[config.mk]
export PLATFORM = sky130hd
export DESIGN_NAME = alu_cmd_interface
export DESIGN_NICKNAME = d
export VERILOG_FILES = /design/src/rtl/alu_cmd_interface.sv
export SDC_FILE = /design/constraint.sdc
export NUM_CORES = 1
export LEC_CHECK = 0
export CAP_MARGIN = 10
export CORE_MARGIN = 8
export CORE_UTILIZATION = 46
export CTS_CLUSTER_SIZE = 10
export DETAILED_ROUTE_END_ITERATION = 8
export GPL_ROUTABILITY_DRIVEN = 0
export GPL_TIMING_DRIVEN = 0
export PLACE_DENSITY = 0.85
export SKIP_LAST_GASP = 1
export SYNTH_ARGS = -nofsm -noshare
export SYNTH_HDL_FRONTEND = slang
export SYNTH_SLANG_ARGS = --single-unit
[constraint.sdc]
create_clock -name i_clk -period 3.7 [get_ports i_clk]
set_input_delay 0.74 -clock i_clk [delete_from_list [all_inputs] [get_ports i_clk]]
set_output_delay 0.74 -clock i_clk [all_outputs]
set_load 0.005 [all_outputs]
[src/rtl/alu_cmd_interface.sv]
// Command sequencer between a UART byte link and a combinational ALU: collects operand 1, operand 2 and opcode, then transmits the result byte.
// Optional inter-byte timeout is enabled by defining CMD_TIMEOUT_EN.
module alu_cmd_interface #(
    parameter int BUS_LEN        = 8,
    parameter int OPCODE_LEN     = 6,
    parameter int TIMEOUT_CYCLES = 1000
) (
    input  logic                  i_clk,
    input  logic                  i_rst_n,
    input  logic [BUS_LEN-1:0]    i_rx_data,
    input  logic                  i_rx_done,
    input  logic                  i_tx_done,
    input  logic [BUS_LEN-1:0]    i_alu_result,
    output logic [BUS_LEN-1:0]    o_ope1,
    output logic [BUS_LEN-1:0]    o_ope2,
    output logic [OPCODE_LEN-1:0] o_opcode,
    output logic [BUS_LEN-1:0]    o_tx_data,
    output logic                  o_tx_start,
    output logic                  o_busy,
    output logic                  o_timeout
);

    typedef enum logic [2:0] {
        GET_OPE1,
        GET_OPE2,
        GET_OPCODE,
        EXEC,
        SEND,
        WAIT_TX
    } state_t;

    state_t                state_q, state_d;
    logic [BUS_LEN-1:0]    ope1_q, ope1_d;
    logic [BUS_LEN-1:0]    ope2_q, ope2_d;
    logic [OPCODE_LEN-1:0] opcode_q, opcode_d;
    logic [BUS_LEN-1:0]    tx_data_q, tx_data_d;

`ifdef CMD_TIMEOUT_EN
    localparam int CNT_W = (TIMEOUT_CYCLES > 2) ? $clog2(TIMEOUT_CYCLES) : 1;
    localparam logic [CNT_W-1:0] CNT_LAST = CNT_W'(TIMEOUT_CYCLES - 1);

    logic [CNT_W-1:0] cnt_q, cnt_d;
    logic             timeout_q, timeout_d;
`else
    localparam int unused_timeout_cycles = TIMEOUT_CYCLES;
`endif

    generate
        if (BUS_LEN > OPCODE_LEN) begin : g_opcode_pad
            logic unused_rx_high;
            assign unused_rx_high = ^i_rx_data[BUS_LEN-1:OPCODE_LEN];
        end
    endgenerate

    always_comb begin
        state_d   = state_q;
        ope1_d    = ope1_q;
        ope2_d    = ope2_q;
        opcode_d  = opcode_q;
        tx_data_d = tx_data_q;

        case (state_q)
            GET_OPE1: begin
                if (i_rx_done) begin
                    ope1_d  = i_rx_data;
                    state_d = GET_OPE2;
                end
            end
            GET_OPE2: begin
                if (i_rx_done) begin
                    ope2_d  = i_rx_data;
                    state_d = GET_OPCODE;
                end
            end
            GET_OPCODE: begin
                if (i_rx_done) begin
                    opcode_d = i_rx_data[OPCODE_LEN-1:0];
                    state_d  = EXEC;
                end
            end
            EXEC: begin
                tx_data_d = i_alu_result;
                state_d   = SEND;
            end
            SEND: begin
                state_d = WAIT_TX;
            end
            WAIT_TX: begin
                if (i_tx_done) begin
                    state_d = GET_OPE1;
                end
            end
            default: begin
                state_d = GET_OPE1;
            end
        endcase

`ifdef CMD_TIMEOUT_EN
        // The counter only survives a cycle that stays in a collect state without a byte.
        cnt_d     = '0;
        timeout_d = 1'b0;
        if ((state_q == GET_OPE2 || state_q == GET_OPCODE) && !i_rx_done) begin
            if (cnt_q == CNT_LAST) begin
                state_d   = GET_OPE1;
                timeout_d = 1'b1;
            end else begin
                cnt_d = cnt_q + 1'b1;
            end
        end
`endif
    end

    always_ff @(posedge i_clk or negedge i_rst_n) begin
        if (!i_rst_n) begin
            state_q   <= GET_OPE1;
            ope1_q    <= '0;
            ope2_q    <= '0;
            opcode_q  <= '0;
            tx_data_q <= '0;
        end else begin
            state_q   <= state_d;
            ope1_q    <= ope1_d;
            ope2_q    <= ope2_d;
            opcode_q  <= opcode_d;
            tx_data_q <= tx_data_d;
        end
    end

`ifdef CMD_TIMEOUT_EN
    always_ff @(posedge i_clk or negedge i_rst_n) begin
        if (!i_rst_n) begin
            cnt_q     <= '0;
            timeout_q <= 1'b0;
        end else begin
            cnt_q     <= cnt_d;
            timeout_q <= timeout_d;
        end
    end

    assign o_timeout = timeout_q;
`else
    assign o_timeout = 1'b0;
`endif

    assign o_ope1     = ope1_q;
    assign o_ope2     = ope2_q;
    assign o_opcode   = opcode_q;
    assign o_tx_data  = tx_data_q;
    assign o_tx_start = (state_q == SEND);
    assign o_busy     = (state_q == EXEC) || (state_q == SEND) || (state_q == WAIT_TX);

endmodule

Yosys cells after proc, flatten, opt, wreduce, memory -nomap -nowiden
Index checks and enable logic that the tools add are counted.
{"block": "word_totals", "in_bits": 20, "output_inout_bits": 33, "wordCells": 26, "reg_bits": 33}
{"block": "op_classes", "reduce_logical": 7, "muxes": 5, "n_eq_ne": 9}
{"cell": "$pmux W3 S6", "count": 1}
{"cell": "$mux W3", "count": 4}
{"cell": "$ne A2 B2 Y1 const B", "count": 4}
{"cell": "$eq A3 B2 Y1 const B", "count": 2}
{"cell": "$eq A3 B3 Y1 const B", "count": 2}
{"cell": "$reduce_and A2 Y1", "count": 3}
{"cell": "$reduce_and A4 Y1", "count": 1}
{"cell": "$eq A3 B1 Y1 const B", "count": 1}
{"cell": "$logic_not A3 Y1", "count": 1}
{"cell": "$logic_or A1 B1 Y1", "count": 2}

Logic depth before layout (Yosys ltp)
Gate-level depths: netlist of the first run.
{"block": "logic_depth", "depth_word": 3, "depth_mapped": 4, "depth_no_buf": 2}

Worst setup path after synthesis of the first run
Ideal clock, no wire load.
{"block": "synth_path", "path_type": "register to output", "from": "register state_q[2]", "to": "output o_busy", "required_ns": 2.960, "t_arrival_ns": 0.897, "setup_slack_ns": 2.063, "n_path_buf": 2, "stages_incl_launch_ff": 5, "cell_sequence": "dfrtp_1 -> buf_2 -> nand3b_1 -> buf_2 -> nand2_1"}
{"block": "synth_between", "elab_chain_len": 3, "word_cells_on_any_way": 5, "classes_between": "eq/ne (3); reduce/logical (2)"}
{"element": "start, declared", "line": "32", "source": "state_t state_q, state_d;"}
{"element": "start signal, assigned", "line": "121", "source": "state_q <= state_d;"}
{"element": "$eq A3 B2 Y1 or $eq A3 B3 Y1 (tied branches)", "line": "150", "source": "assign o_busy = (state_q == EXEC) || (state_q == SEND) || (state_q == WAIT_TX);"}
{"element": "$logic_or A1 B1 Y1", "line": "150"}
{"element": "$logic_or A1 B1 Y1 (*)", "line": "150"}
{"element": "end, declared", "line": "19", "source": "output logic o_busy,"}
Every way passes the cells marked *; elsewhere a longest branch is shown, timed or not.

Worst setup path in the final report of the first run
Ends and elaborated chain as after synthesis.

==> qor.csv, run 1 <==
stage;metric;value;unit
outcome;status;complete, no violations;
clock_network;setup repair bufs after CTS;0;
critical_path;Setup crit start kind;register;
timing;skew final;0.0105;ns
drt;vias per cell;5.13;
drt;iteration-0 DRC count of the detailed router;33;
clock_network;Clock Latency Late Sink;0.32;ns
timing;Least-Margin Pin Slew;0.953;ns
grt;antenna violations before repair;0;
clock_network;clk sink count;33;
timing;RSZ-0062 raised after global routing;false;
layout;Fillers;190;
layout;most common cell after layout, fill and taps aside;clkdlybuf4s50_1;
synth;xor/xnor share of the synthesized area;0;%
synth;Post-Synth Simple-Gate Area;8.91;%
placement;dpl cells;170;
layout;Non-Filler Instances;178;
layout;P&R area growth vs syn;47.1;%
critical_path;CP Data Arrival Time;1.82;ns
layout;Multi-input gate area;472;µm²
drt;DR vias;914;
layout;n_diodes;0;
layout;nets;166;
synth;count of cell types in the netlist;17;
synth;Net Count, Synth;107;
clock_network;clock buffer depth;2;
power;leakage;0.837;nW
grt;total track usage;13.6;%
flow_run;max-cap viol count;0;
critical_path;critical path's largest stage delay;0.51;ns
drt;drt first pass iters;4;
hold_path;HP Class;register to register;
synth;Yosys warning total;0;
timing;pins over their slew limit;0;
die;DIE WIDTH;70.1;µm
critical_path;CP Data Required Time;2.96;ns
synth;number of synthesized register bits;33;
critical_path;Cell Chain, Critical Path;buf_2 > nand3b_1 > buf_2 > nand2_1 > clkdlybuf4s50_1;
clock_network;root buf cell;clkbuf_4;
die;I/O pins;53;
grt;largest net degree at the start of global routing;21;
drt;final antenna-violating net count;0;
drt;Wirelength per Cell;18.3;µm
timing;Slew headroom;36.2;%
layout;most frequent cells in the layout;clkdlybuf4s50_1 (51), dfrtp_1 (33), mux2_2 (30);
power;largest vdd supply drop;0.590;mV
power;pwr dens;860;nW/µm²
placement;Port Buffer Count;51;
timing;crit share post-route;69.3;%
grt;global-route wire length before repair;5310;µm
synth;adder-cell share of the synthesized area;0;%
synth;Synth Cell Area;1350;µm²
die;Die H;70.1;µm
clock_network;Clock transition at path regs;0.11;ns
grt;grt total ovfl;0;
timing;setup TNS;0;ns
timing;Max Fclk;0.390;GHz
drt;final wirelength;3260;µm
clock_network;total CTS buffers;5;
clock_network;cts repair resizes;0;
clock_network;H-tree Lvls;2;
synth;main combinational cell family by area after synthesis;multiplexers;
grt;vias in the first global route;1046;
placement;Final HPWL DP;2520;µm
clock_network;Hold-fix buffers, CTS;0;
die;site row count;19;
layout;share of cells above drive strength 1;32.0;%
synth;Seq/Total Area, Yosys;61.3;%
critical_path;crit-path most repeated cell;buf_2;
critical_path;slowest CP cell;clkdlybuf4s50_1;
critical_path;critical path's top delay family;buffers and inverters;
drt;# DRC;0;
timing;Setup violations, final;0;
layout;Sequential Area;826;µm²
die;die footprint;4920;µm²
timing;Hold Vio Cnt, Final;0;
critical_path;CP endpoint kind;primary output;
synth;multiplexer share of the synthesized area;25.1;%
synth;cell count after synthesis;87;
synth;Compound-Gate Fraction of Synth Area;0.743;%
die;Core Footprint;2780;µm²
timing;post-layout minimum cycle time;2.56;ns
critical_path;Crit Path Category;register to primary output;
synth;mean area per synthesized cell;15.5;µm²
critical_path;crit-path max FO;10;
clock_network;CTS tree;built;
critical_path;worst path bufs/invs;3;
die;Starting Density;48.4;%
[sequential cells by signal (all words and copies together) (netlist names)]
| name | count |
|---|---|
| o_ope1 | 8 |
| o_tx_data | 8 |
| o_ope2 | 8 |
| o_opcode | 6 |
| state_q | 3 |
[synth_stat cells]
master / n / area, µm²
nand2b_1: 2 / 12.5
nand3b_1: 2 / 15.0
buf_2: 4 / 20.0
buf_6: 2 / 22.5
nor4b_4: 1 / 23.8
nor4bb_1: 2 / 20.0
dfrtp_1: 33 / 826
conb_1: 1 / 3.75
buf_4: 1 / 7.51
a21oi_1: 1 / 5.00
nor3b_1: 3 / 22.5
nor4b_1: 1 / 8.76
o21ai_0: 1 / 5.00
nand2_1: 1 / 3.75
or4_1: 1 / 7.51
mux2_2: 30 / 338
and2_1: 1 / 6.26
[kinds of logic (layout without fill, tap and decap cells)]
| logic type | after synthesis | in the layout |
|---|---|---|
| mux | 30 | 30 |
| other cells | 1 | 1 |
| buf+inv | 7 | 67 |
| simple gates | 14 | 14 |
| compound gates | 2 | 2 |
| flops | 33 | 33 |
[worst paths after layout]
path,start,to,slack (ns),cells after the start
hold reg to reg,o_ope2[5],o_ope2[5],0.51,1
min in group asynchronous,i_rst_n,state_q[2],0.94,1
setup reg to reg,state_q[1],o_ope1[5],1.99,3
max in group asynchronous,i_rst_n,o_ope2[4],2.14,2
setup / recovery,state_q[2],o_busy,1.14,5
hold / removal,o_ope2[5],o_ope2[5],0.51,1
[stage by stage]
stage	power (mW)	hold WS, ns	area, µm²	utilization (%)	setup slack [ns]
floorplan	1.01	0.444	1350	-	2.06
global placement	1.45	0.489	1900	68.2	1.29
detailed placement	1.50	0.493	1910	68.7	1.21
CTS	1.73	0.517	1980	71.3	1.12
global route	1.81	0.530	1980	71.3	1.04
finish	1.70	0.514	1980	71.3	1.14
[worst reg2reg max path, stage by stage, from the launching register on]
cell,delay (ns)
dfrtp_1,0.39
buf_6,0.14
nor4b_4,0.65
mux2_2,0.41
[routing by layer]
metal  global-route usage (%)  wire (µm)  up-vias
li1                         -          -      423
met1                     14.1       1220      459
met2                     24.3       1790       25
met3                     4.52        185        7
met4                     6.03         57        0
met5                        0          0        -
[cell type report]
type                    count  area share (%)
flip-flops and latches     33            41.7
repair buffers             52            26.5
multi-input cells          47            23.8
clock buffers               7            3.28
plain buffers               7            2.53
well taps                  31            1.96
clock inverters             1           0.253
[power by group]
| part | switching (mW) | internal (mW) |
|---|---|---|
| registers | 0.0938 | 0.547 |
| logic | 0.281 | 0.557 |
| clock network | 0.115 | 0.110 |
(Power assumes the default switching activity.)
==> run 2: changes to the inputs <==
--- a/config.mk
+++ b/config.mk
@@ -7,12 +7,12 @@
 export LEC_CHECK = 0
 export CAP_MARGIN = 10
 export CORE_MARGIN = 8
-export CORE_UTILIZATION = 46
+export CORE_UTILIZATION = 38
 export CTS_CLUSTER_SIZE = 10
 export DETAILED_ROUTE_END_ITERATION = 8
 export GPL_ROUTABILITY_DRIVEN = 0
 export GPL_TIMING_DRIVEN = 0
-export PLACE_DENSITY = 0.85
+export PLACE_DENSITY = 0.75
 export SKIP_LAST_GASP = 1
 export SYNTH_ARGS = -nofsm -noshare
 export SYNTH_HDL_FRONTEND = slang
==> constraint.sdc (replaced) <==
create_clock -name i_clk -period 2.07 [get_ports i_clk]
set_input_delay 0.414 -clock i_clk [delete_from_list [all_inputs] [get_ports i_clk]]
set_output_delay 0.414 -clock i_clk [all_outputs]
set_load 0.005 [all_outputs]
==> run 2 against run 1 <==
Via count is 0.98% higher. Cell count is 7.3% higher. First-iteration DRC count is 21% lower. Clock skew is 0.0019 ns lower. Global-route usage is 1.7 points lower. Critical endpoint unchanged. Largest power group unchanged.
==> qor.csv, run 2 (same netlist as run 1, synthesis figures left out) <==
stage;metric;value;unit;change
critical_path;crit-path most repeated cell;buf_4;;
grt;global-route wire length before repair;4970;µm;-6.4%
layout;share of cells above drive strength 1;31.0;%;-0.94 points
clock_network;total CTS buffers;5;;unchanged
clock_network;clk sink count;33;;unchanged
placement;dpl cells;185;;+8.8%
layout;Fillers;306;;+61%
timing;Setup violations, final;0;;unchanged
layout;most frequent cells in the layout;clkdlybuf4s50_1 (49), dfrtp_1 (33), mux2_2 (30);;
die;Starting Density;40.1;%;-8.4 points
drt;Wirelength per Cell;16.4;µm;-10%
power;Comb pwr share;50.6;%;+1.4 points
timing;post-layout minimum cycle time;1.90;ns;
timing;Slew headroom;45.1;%;+8.9 points
placement;placed inst area;1940;µm²;+1.6%
power;switching power;839;µW;+71%
critical_path;Crit Path Category;register to primary output;;
layout;nets;166;;unchanged
placement;Final HPWL DP;2380;µm;-5.8%
layout;P&R area growth vs syn;47.8;%;
power;Int Power;2.09;mW;+72%
critical_path;worst reg2reg startpoint;state_q[1];;
timing;Hold Vio Cnt, Final;0;;unchanged
drt;final wirelength;3130;µm;-4.0%
timing;Least-Margin Pin Slew;0.821;ns;-0.133 ns
drt;iteration-0 DRC count of the detailed router;26;;-21%
die;I/O pins;53;;unchanged
layout;most common cell after layout, fill and taps aside;clkdlybuf4s50_1;;
power;leakage;0.851;nW;+1.6%
critical_path;critical path's largest stage delay;0.37;ns;-0.14 ns
power;switching share of power;28.6;%;-0.087 points
clock_network;H-tree Lvls;2;;unchanged
timing;skew final;0.00866;ns;-0.00188 ns
clock_network;Hold-fix buffers, CTS;0;;unchanged
grt;vias in the first global route;986;;-5.7%
placement;pre-CTS WS;-0.0588;ns;-1.27 ns
timing;pins over their slew limit;0;;unchanged
hold_path;hold path start;o_tx_data[4];;
drt;drt first pass iters;4;;unchanged
die;die footprint;5710;µm²;+16%
timing;crit share post-route;92.0;%;
critical_path;CP endpoint kind;primary output;;
layout;Non-Filler Instances;191;;+7.3%
hold_path;hold path cells;1;;unchanged
hold_path;HP Class;register to register;;
timing;Max Fclk;0.525;GHz;
clock_network;setup repair bufs after CTS;0;;unchanged
layout;n_diodes;0;;unchanged
critical_path;Cell Chain, Critical Path;buf_4 > nand3b_1 > buf_4 > nand2_1 > dlygate4sd2_1;;
die;site row count;21;;+2
grt;antenna violations before repair;0;;unchanged
critical_path;Setup crit start kind;register;;
outcome;status;complete, no violations;;
clock_network;Clock Latency Late Sink;0.32;ns;about the same
drt;vias per cell;4.83;;-5.9%
grt;largest net degree at the start of global routing;19;;-9.5%
flow_run;max-cap viol count;0;;unchanged
critical_path;R2R cell count;3;;unchanged
power;pwr dens;1470;nW/µm²;+71%
grt;total track usage;11.9;%;-1.7 points
die;DIE WIDTH;75.6;µm;+7.7%
layout;design area;1990;µm²;+0.51%
grt;grt total ovfl;0;;unchanged
critical_path;CP Data Required Time;1.66;ns;-1.30 ns
die;Core Footprint;3360;µm²;+21%
drt;final antenna-violating net count;0;;unchanged
power;Clk pwr share;10.8;%;-2.4 points
critical_path;slowest CP cell;dfrtp_1;;
timing;RSZ-0062 raised after global routing;false;;
clock_network;clock buffer depth;2;;unchanged
power;Flop pwr share;38.6;%;+1.0 points
power;largest vdd supply drop;0.788;mV;+33%
clock_network;CTS tree;built;;
timing;final worst slack;0.166;ns;-0.972 ns
clock_network;Clock transition at path regs;0.10;ns;about the same
clock_network;root buf cell;clkbuf_4;;
timing;setup TNS;0;ns;unchanged
drt;# DRC;0;;unchanged
drt;DR vias;923;;+0.98%
placement;Port Buffer Count;51;;unchanged
die;Die H;75.6;µm;+7.7%
critical_path;CP Data Arrival Time;1.49;ns;-0.33 ns
critical_path;CP startpoint;state_q[2];;
critical_path;crit-path max FO;10;;unchanged
## run 2: cell types whose count changed in the layout (fill, tap and decap cells not counted), sizes merged
cell           change
dlymetal6s2s       +1
clkbuf             -2
clkdlybuf4s50      -2
dlygate4sd2        +1
## run 2: timing repair
action	in CTS	in global routing
resized for setup	3	1
setup endpoints to repair	2	1
cloned	0	0
## run 2: final cells by class
class	count	area, µm²	share of cell area [%]
Timing Repair Buffer	52	539	27.1
Clock buffer	5	37.5	1.88
Buffer	7	55.1	2.76
Sequential cell	33	826	41.5
Tap cell	46	57.6	2.89
Multi-Input combinational cell	47	472	23.7
Clock inverter	1	5.00	0.251
## run 2: per-layer routing
layer	share of wire [%]	vias to the layer above	GRT usage, %
li1	-	421	-
met1	39	475	12.9
met2	51	25	18.6
met3	9.5	2	7.76
met4	0.58	0	3.84
met5	0	-	0
## run 2: worst paths after layout
| kind | endpoint | slack, ns |
|---|---|---|
| hold reg to reg | o_tx_data[4] | 0.51 |
| min in group asynchronous | o_tx_data[4] | 0.56 |
| setup / recovery | o_busy | 0.17 |
| setup reg to reg | o_ope1[2] | 0.40 |
| hold / removal | o_tx_data[4] | 0.51 |
| max in group asynchronous | o_ope1[2] | 0.95 |
## run 2: power groups by stage
stage	Sequential, mW	Combinational, mW	Clock, mW
after floorplan	1.16	0.638	0
after global placement	1.13	1.47	0
after detailed placement	1.15	1.51	0
after CTS	1.14	1.52	0.331
after global routing	1.18	1.60	0.360
final	1.13	1.48	0.317
## run 2: per-stage QoR
step | total power [mW] | hold WS [ns] | utilization, %
floorplan | 1.80 | 0.118 | -
global placement | 2.60 | 0.489 | 57.0
detailed placement | 2.66 | 0.492 | 57.8
CTS | 2.98 | 0.514 | 59.2
global route | 3.14 | 0.533 | 59.2
finish | 2.93 | 0.510 | 59.2
## run 2: worst max-delay path: cells and delay by family (launching register included)
kind / cells / cell delay (ns)
simple gates: 2 / 0.23
buf+inv: 3 / 0.58
flops: 1 / 0.37
